`src/rtl/mem_port_arbiter.sv`:
```
// Two-requester (fetch, load/store) arbiter onto one single-ported memory bus, one transaction in flight.
// Optional round-robin arbitration: define MEM_ARB_ROUND_ROBIN_EN (default is fixed ls-over-if priority).
module mem_port_arbiter #(
  parameter int ADDR_W         = 32,
  parameter int DATA_W         = 32,
  parameter int TIMEOUT_CYCLES = 255
) (
  input  logic                clk,
  input  logic                rst,
  input  logic                if_req,
  input  logic [ADDR_W-1:0]   if_addr,
  output logic [DATA_W-1:0]   if_rdata,
  output logic                if_done,
  input  logic                ls_req,
  input  logic                ls_we,
  input  logic [ADDR_W-1:0]   ls_addr,
  input  logic [DATA_W-1:0]   ls_wdata,
  input  logic [DATA_W/8-1:0] ls_wstrb,
  output logic [DATA_W-1:0]   ls_rdata,
  output logic                ls_done,
  output logic                err,
  output logic                mem_req,
  output logic                mem_we,
  output logic [ADDR_W-1:0]   mem_addr,
  output logic [DATA_W-1:0]   mem_wdata,
  output logic [DATA_W/8-1:0] mem_wstrb,
  input  logic                mem_gnt,
  input  logic                mem_rvalid,
  input  logic [DATA_W-1:0]   mem_rdata
);
  localparam int STRB_W = DATA_W / 8;
  // Timeout fires in the TIMEOUT_CYCLES-th WAIT cycle without a response.
  localparam logic [15:0] TO_LAST = 16'(TIMEOUT_CYCLES - 1);

  typedef enum logic [1:0] {IDLE, ISSUE, WAIT, DONE} state_t;
  typedef enum logic {OWN_IF = 1'b0, OWN_LS = 1'b1} owner_t;
  typedef struct packed {
    logic              we;
    logic [ADDR_W-1:0] addr;
    logic [DATA_W-1:0] wdata;
    logic [STRB_W-1:0] wstrb;
  } mreq_t;

  state_t            state_q, state_d;
  owner_t            owner_q, owner_d, pick;
  logic [15:0]       cnt_q, cnt_d;
  mreq_t             mreq_q, mreq_d, if_mreq, ls_mreq;
  logic              mem_req_q, mem_req_d;
  logic [DATA_W-1:0] if_rdata_q, if_rdata_d, ls_rdata_q, ls_rdata_d;
  logic              if_done_q, if_done_d, ls_done_q, ls_done_d;
  logic              err_q, err_d;
  logic              fin, fin_err;
  logic [DATA_W-1:0] fin_data;

  assign if_mreq = '{we: 1'b0, addr: if_addr, wdata: '0, wstrb: '0};
  assign ls_mreq = '{we: ls_we, addr: ls_addr, wdata: ls_wdata,
                     wstrb: ls_we ? ls_wstrb : '0};

`ifdef MEM_ARB_ROUND_ROBIN_EN
  owner_t last_q;

  always_ff @(posedge clk or posedge rst)
    if (rst)                 last_q <= OWN_IF;
    else if (state_q == DONE) last_q <= owner_q;

  always_comb begin
    if (ls_req && if_req) pick = (last_q == OWN_LS) ? OWN_IF : OWN_LS;
    else if (ls_req)      pick = OWN_LS;
    else                  pick = OWN_IF;
  end
`else
  always_comb pick = ls_req ? OWN_LS : OWN_IF;
`endif

  always_comb begin
    state_d    = state_q;
    owner_d    = owner_q;
    cnt_d      = cnt_q;
    mreq_d     = mreq_q;
    mem_req_d  = mem_req_q;
    if_rdata_d = if_rdata_q;
    ls_rdata_d = ls_rdata_q;
    if_done_d  = 1'b0;
    ls_done_d  = 1'b0;
    err_d      = 1'b0;
    fin        = 1'b0;
    fin_err    = 1'b0;
    fin_data   = '0;
    case (state_q)
      IDLE: if (if_req || ls_req) begin
        owner_d   = pick;
        mreq_d    = (pick == OWN_LS) ? ls_mreq : if_mreq;
        mem_req_d = 1'b1;
        state_d   = ISSUE;
      end
      ISSUE: if (mem_gnt) begin
        mem_req_d = 1'b0;
        cnt_d     = '0;
        state_d   = WAIT;
      end
      WAIT: begin
        if (mem_rvalid) begin
          fin      = 1'b1;
          fin_data = mreq_q.we ? '0 : mem_rdata;
        end else if (cnt_q == TO_LAST) begin
          fin     = 1'b1;
          fin_err = 1'b1;
        end else begin
          cnt_d = cnt_q + 16'd1;
        end
      end
      default: state_d = IDLE;  // DONE: requests ignored so the owner can drop req
    endcase
    if (fin) begin
      state_d = DONE;
      err_d   = fin_err;
      if (owner_q == OWN_LS) begin
        ls_rdata_d = fin_data;
        ls_done_d  = 1'b1;
      end else begin
        if_rdata_d = fin_data;
        if_done_d  = 1'b1;
      end
    end
  end

  always_ff @(posedge clk or posedge rst) begin
    if (rst) begin
      state_q    <= IDLE;
      owner_q    <= OWN_IF;
      cnt_q      <= '0;
      mreq_q     <= '0;
      mem_req_q  <= 1'b0;
      if_rdata_q <= '0;
      ls_rdata_q <= '0;
      if_done_q  <= 1'b0;
      ls_done_q  <= 1'b0;
      err_q      <= 1'b0;
    end else begin
      state_q    <= state_d;
      owner_q    <= owner_d;
      cnt_q      <= cnt_d;
      mreq_q     <= mreq_d;
      mem_req_q  <= mem_req_d;
      if_rdata_q <= if_rdata_d;
      ls_rdata_q <= ls_rdata_d;
      if_done_q  <= if_done_d;
      ls_done_q  <= ls_done_d;
      err_q      <= err_d;
    end
  end

  assign mem_req   = mem_req_q;
  assign mem_we    = mreq_q.we;
  assign mem_addr  = mreq_q.addr;
  assign mem_wdata = mreq_q.wdata;
  assign mem_wstrb = mreq_q.wstrb;
  assign if_rdata  = if_rdata_q;
  assign if_done   = if_done_q;
  assign ls_rdata  = ls_rdata_q;
  assign ls_done   = ls_done_q;
  assign err       = err_q;
endmodule

```
`config.mk`:
```
export PLATFORM = sky130hd
export DESIGN_NAME = mem_port_arbiter
export DESIGN_NICKNAME = d
export VERILOG_FILES = /design/src/rtl/mem_port_arbiter.sv
export SDC_FILE = /design/constraint.sdc
export NUM_CORES = 1
export LEC_CHECK = 0
export CORE_UTILIZATION = 44
export CTS_BUF_LIST = sky130_fd_sc_hd__clkbuf_8
export DETAILED_ROUTE_END_ITERATION = 6
export PLACE_DENSITY = 0.83
export SLEW_MARGIN = 20
export SYNTH_ARGS = -nofsm -noshare
export SYNTH_HDL_FRONTEND = slang
export SYNTH_SLANG_ARGS = --single-unit
```
`constraint.sdc`:
```
create_clock -name clk -period 7.05 [get_ports clk]
set_input_delay 1.7625 -clock clk [delete_from_list [all_inputs] [get_ports clk]]
set_output_delay 1.7625 -clock clk [all_outputs]
set_load 0.005 [all_outputs]
```
# Word-level counts from Yosys, hierarchy flattened
# Cells that the tools add are included.
totals:
  register_bits: 156
  input_bits: 139
  out_inout_bits: 137
op_classes:
  add_sub_neg: 1
  eq_ne: 10
  mux: 27
  bitwise: 1
  reduce_logical: 10
op_table:
  columns: ["operator", "count"]
  rows:
  - ["$mux 32", 3]
  - ["$mux 69", 1]
  - ["$mux 16", 3]
  - ["$pmux 16 s2", 1]
  - ["$add 16x1->16 const B", 1]
  - ["$eq 16x8->1 const B", 1]
  - ["$mux 1", 13]
  - ["$ne 2x2->1 const B", 5]
  - ["$mux 2", 3]
  - ["$ne 3x3->1 const B", 2]
  - ["$pmux 2 s3", 1]
  - ["$reduce_and 2->1", 3]
  - ["$reduce_and 3->1", 2]
  - ["$mux 4", 1]
  - ["$reduce_and 4->1", 1]
  - ["$reduce_bool 2->1", 2]
  - ["$eq 2x1->1 const B", 1]
  - ["$eq 2x2->1 const B", 1]
  - ["$logic_not 2->1", 1]
  - ["$pmux 1 s2", 1]
  - ["$logic_or 1x1->1", 1]
  - ["$not 1->1", 1]

# Logic depth before layout (Yosys ltp)
depth:
  ltp_word: 6
  mapped_depth: 8
  mapped_depth_nobuf: 7

# Least setup slack after synthesis
# OpenSTA, ideal clock, no wires.
synth_path:
  path_kind: "input to register"
  start: "input ls_req"
  end: "register mreq_q, in the netlist mem_wstrb[0]"
  arrival_time_ns: 3.046
  required_time_ns: 6.928
  setup_slack_ns: 3.882
  stages: 6
  n_path_buf: 3
  path_cell_list: "clkbuf_1 > nor2_1 > or3_1 > clkbuf_1 > clkbuf_1 > a32o_1"
synth_between:
  elab_chain_len: 2
  word_cells_on_any_way: 4
  classes_between: "mux: 2; reduce/logical: 2"
synth_lines:
  columns: ["item", "line_no", "source"]
  rows:
  - ["from (decl)", "14", "input logic ls_req,"]
  - ["$mux 1 or $logic_or 1x1->1 (tied branches)", "72, 90", null]
  - ["$mux 69 or $reduce_and 2->1 (tied branches)", null, null]
  - ["to (signal assigned)", "143", "mreq_q <= mreq_d;"]
  - ["to (decl)", "47", "mreq_t mreq_q, mreq_d, if_mreq, ls_mreq;"]
# Parallel ways exist; a longest one is shown, timed or not.
# A chain may end at the register's enable or synchronous reset.

# Worst setup path in the final report
layout_path:
  start: "input ls_req"
  end: "register mreq_q, in the netlist mem_addr[28]"
# The elaborated chain is that of the path after synthesis.

==> impl_metrics.py <==
metrics = {
    "sta": {
        "finalHoldViolCount": 0,
        "fin_setup_tns_ns": 0,
        "setup_viol": 0,
        "clock.fmax_mhz": 286.2,
        "relSlewSlack": 0.4468,
        "tightest_slew_ns": 0.8297,
        "layout_min_cycle_time_ns": 3.494,
        "hold_ws_ns": 0.4834,
        "rsz0062_at_grt": "false",
        "fin_skew_ns": 0.01206,
        "drv_slew": 0,
        "finalCritPeriodShare": 0.4955,
    },
    "setup_path": {
        "crit_required_ns": 7.34,
        "crit_chain": "buf_2, buf_4, nor2_1, or3_2, buf_4, nand2_1, o21ai_0",
        "worstSetupPathType": "primary input to register",
        "crit_fanout": 78,
        "cp-start-kind": "primary input",
        "worst-path-buf-inv": 3,
        "critical_path.top_delay_family": "buffers and inverters",
        "worstPathArrival_ns": 3.78,
        "worst-r2r-cell-count": 5,
        "r2r-end": "ls_rdata[2]",
        "slowest_delay_ns": 0.64,
        "r2r_setup_slack_ns": 4.50,
        "cp_slowest_cell": "or3_2",
        "crit_top_cell": "buf_4",
        "end_kind": "register",
        "rr_startpoint": "cnt_q[10]",
    },
    "cts": {
        "root_buffer": "clkbuf_8",
        "clockBufferDepth": 2,
        "clk_latency_ns": 0.45,
        "cts_resized": 0,
        "cts_setup_buffers": 0,
        "cts_hold_buf": 0,
        "clk_pin_slew_ns": 0.08,
        "cts_tree": "yes",
        "cts.htree.levels": 4,
        "cts_buffers": 17,
        "cts.sinks": 156,
    },
    "floorplanning": {
        "ios": 276,
        "die_height_um": 121.6,
        "coreArea_mm2": 0.01393,
        "rows": 43,
        "fp.dieW_um": 121.6,
        "start_util": 0.4517,
        "die-area_mm2": 0.01479,
    },
    "cells_and_area": {
        "nets": 903,
        "area_growth_pct": 52.08,
        "diodes": 0,
        "final_cell_mix": "clkdlybuf4s50_1, dfrtp_1, a32o_1",
        "final_common_cell": "clkdlybuf4s50_1",
        "drive_gt1_frac": 0.06452,
    },
    "worst_hold_path": {
        "holdPathStages": 2,
        "hp-class": "register to register",
        "min-delay-start": "mem_addr[31]",
        "holdPathEnd": "mem_addr[31]",
    },
    "yosys": {
        "syn_nets": 646,
        "synth_cell_types": 42,
        "synth.largest_area_cell": "dfrtp_1",
        "syn_inst": 505,
        "synth_top_area_frac": 0.6202,
        "synth_area_leaders": "dfrtp_1, a32o_1, mux2i_1",
        "ys_seq_area_frac": 0.6202,
        "synth.avg_cell_area_um2": 12.46,
        "synth-seq-cells": 156,
        "synth_area_mm2": 0.006295,
        "yosys_warnings": 0,
    },
    "place": {
        "portBuffers": 275,
        "gp_congestion": 0.8374,
        "dp_hpwl_mm": 12.51,
    },
    "grt": {
        "overflow": 0,
        "first_global_vias": 5299,
        "grt_pass1_wl_mm": 26.95,
        "grtUsageTotal": 0.2417,
        "grt_max_degree": 96,
        "grt_antenna_before_repair": 0,
    },
    "routing": {
        "drt_iter0_drc": 294,
        "wire_per_inst_um": 18.25,
        "via_count": 5307,
        "via_per_inst": 5.557,
        "drt-pass1-iter-count": 5,
        "ant_nets": 0,
        "post-route-drc-count": 0,
        "routed_wl_mm": 17.43,
    },
    "power": {
        "ir_worst_vdd_mv": 0.2224,
        "power.density_mw_per_mm2": 385.9,
        "p_leak_uw": 0.004151,
    },
    "status": {
        "status": "completed",
    },
    "run": {
        "drv_cap": 0,
    },
}
-- per-layer routing --
layer  GRT usage  part of all wire  vias up
li1            -                 -     2407
met1      0.2779              0.37     2598
met2      0.4084              0.51      258
met3     0.07210             0.080       44
met4      0.1235             0.036        0
met5           0                 0        -
-- flip-flops by register name, indices dropped and copies added (netlist names) --
name       count
mem_req        1
mem_we         1
if_done        1
ls_done        1
ls_rdata      32
owner_q        1
mem_wstrb      4
mem_wdata     32
err            1
state_q        2
if_rdata      32
mem_addr      32
cnt_q         16
-- logic make-up after synthesis --
family          after synthesis  synth area share
fa+ha+maj                     2          0.003975
flops                       156            0.6202
compound gates              160            0.2105
buf+inv                      52           0.03518
xor+xnor                      9           0.01252
simple gates                 94           0.06679
mux                          32           0.05088
-- final cells by class --
class | instances | area [µm²]
fill | 965 | 4362
sequential | 156 | 3904
timing repair buffer | 282 | 2800
multi-input combinational | 297 | 2193
clock buffer | 18 | 247.7
tap | 180 | 225.2
clock inverter | 14 | 167.7
inverter | 8 | 35.03
-- worst max-delay path by stage --
stage | depth (start not counted) | startpoint | endpoint
4_1_cts | 7 | ls_req | mem_addr[28]
3_5_place_dp | 7 | ls_req | mem_addr[28]
3_3_place_gp | 4 | mem_rvalid | if_rdata[4]
2_1_floorplan | 1 | rst | cnt_q[0]
5_1_grt | 7 | ls_req | mem_addr[28]
6_report | 7 | ls_req | mem_addr[28]
-- cell usage after synthesis --
| cell type | number |
|---|---|
| o21ai_1 | 1 |
| o41ai_1 | 1 |
| o21bai_1 | 1 |
| a211o_1 | 1 |
| clkbuf_1 | 33 |
| a211oi_1 | 1 |
| or2_2 | 2 |
| o21ai_2 | 1 |
| nand4_1 | 3 |
| nor3b_1 | 1 |
| buf_4 | 1 |
| o211ai_1 | 1 |
| a21oi_1 | 4 |
| ha_1 | 2 |
| a2111oi_4 | 1 |
| nand3b_1 | 1 |
| buf_6 | 2 |
| nor2_1 | 19 |
| a31oi_1 | 1 |
| or3_1 | 3 |
| mux2i_1 | 32 |
| nand2_1 | 47 |
| a2111oi_0 | 1 |
| nand3_1 | 7 |
| nor2b_1 | 2 |
| nor4_1 | 2 |
| o31ai_1 | 4 |
| a22o_1 | 33 |
| buf_2 | 6 |
| a21o_1 | 1 |
| xor2_1 | 9 |
| dfrtp_1 | 156 |
| and3_1 | 2 |
| or3b_1 | 1 |
| buf_1 | 2 |
| and2_1 | 2 |
| nand2b_1 | 1 |
| o22ai_1 | 1 |
| or4_1 | 1 |
| inv_1 | 8 |
| a32o_1 | 68 |
| o21ai_0 | 39 |
-- stage by stage --
step | power [µW] | util | instance area (µm²) | setup slack, ns | cells
finish | 3694 | 0.6870 | 9573 | 3.556 | 955
global route | 3916 | 0.6870 | 9573 | 3.411 | 955
CTS | 3732 | 0.6870 | 9573 | 3.597 | 955
detailed placement | 3027 | 0.6572 | 9158 | 3.090 | 923
floorplan | 2058 | - | 6295 | 1.081 | 505
global placement | 2961 | 0.6568 | 9153 | 3.150 | 923
-- worst min-delay path: cells and delay by family, from the launching register on --
kind / cells / cell delay (ns)
compound gates: 1 / 0.06
flops: 1 / 0.35
simple gates: 1 / 0.05
-- where the power goes --
group	internal [µW]	switching, µW
clock network	360	333
logic	930	574
registers	1260	236
(Power assumes the default switching activity.)
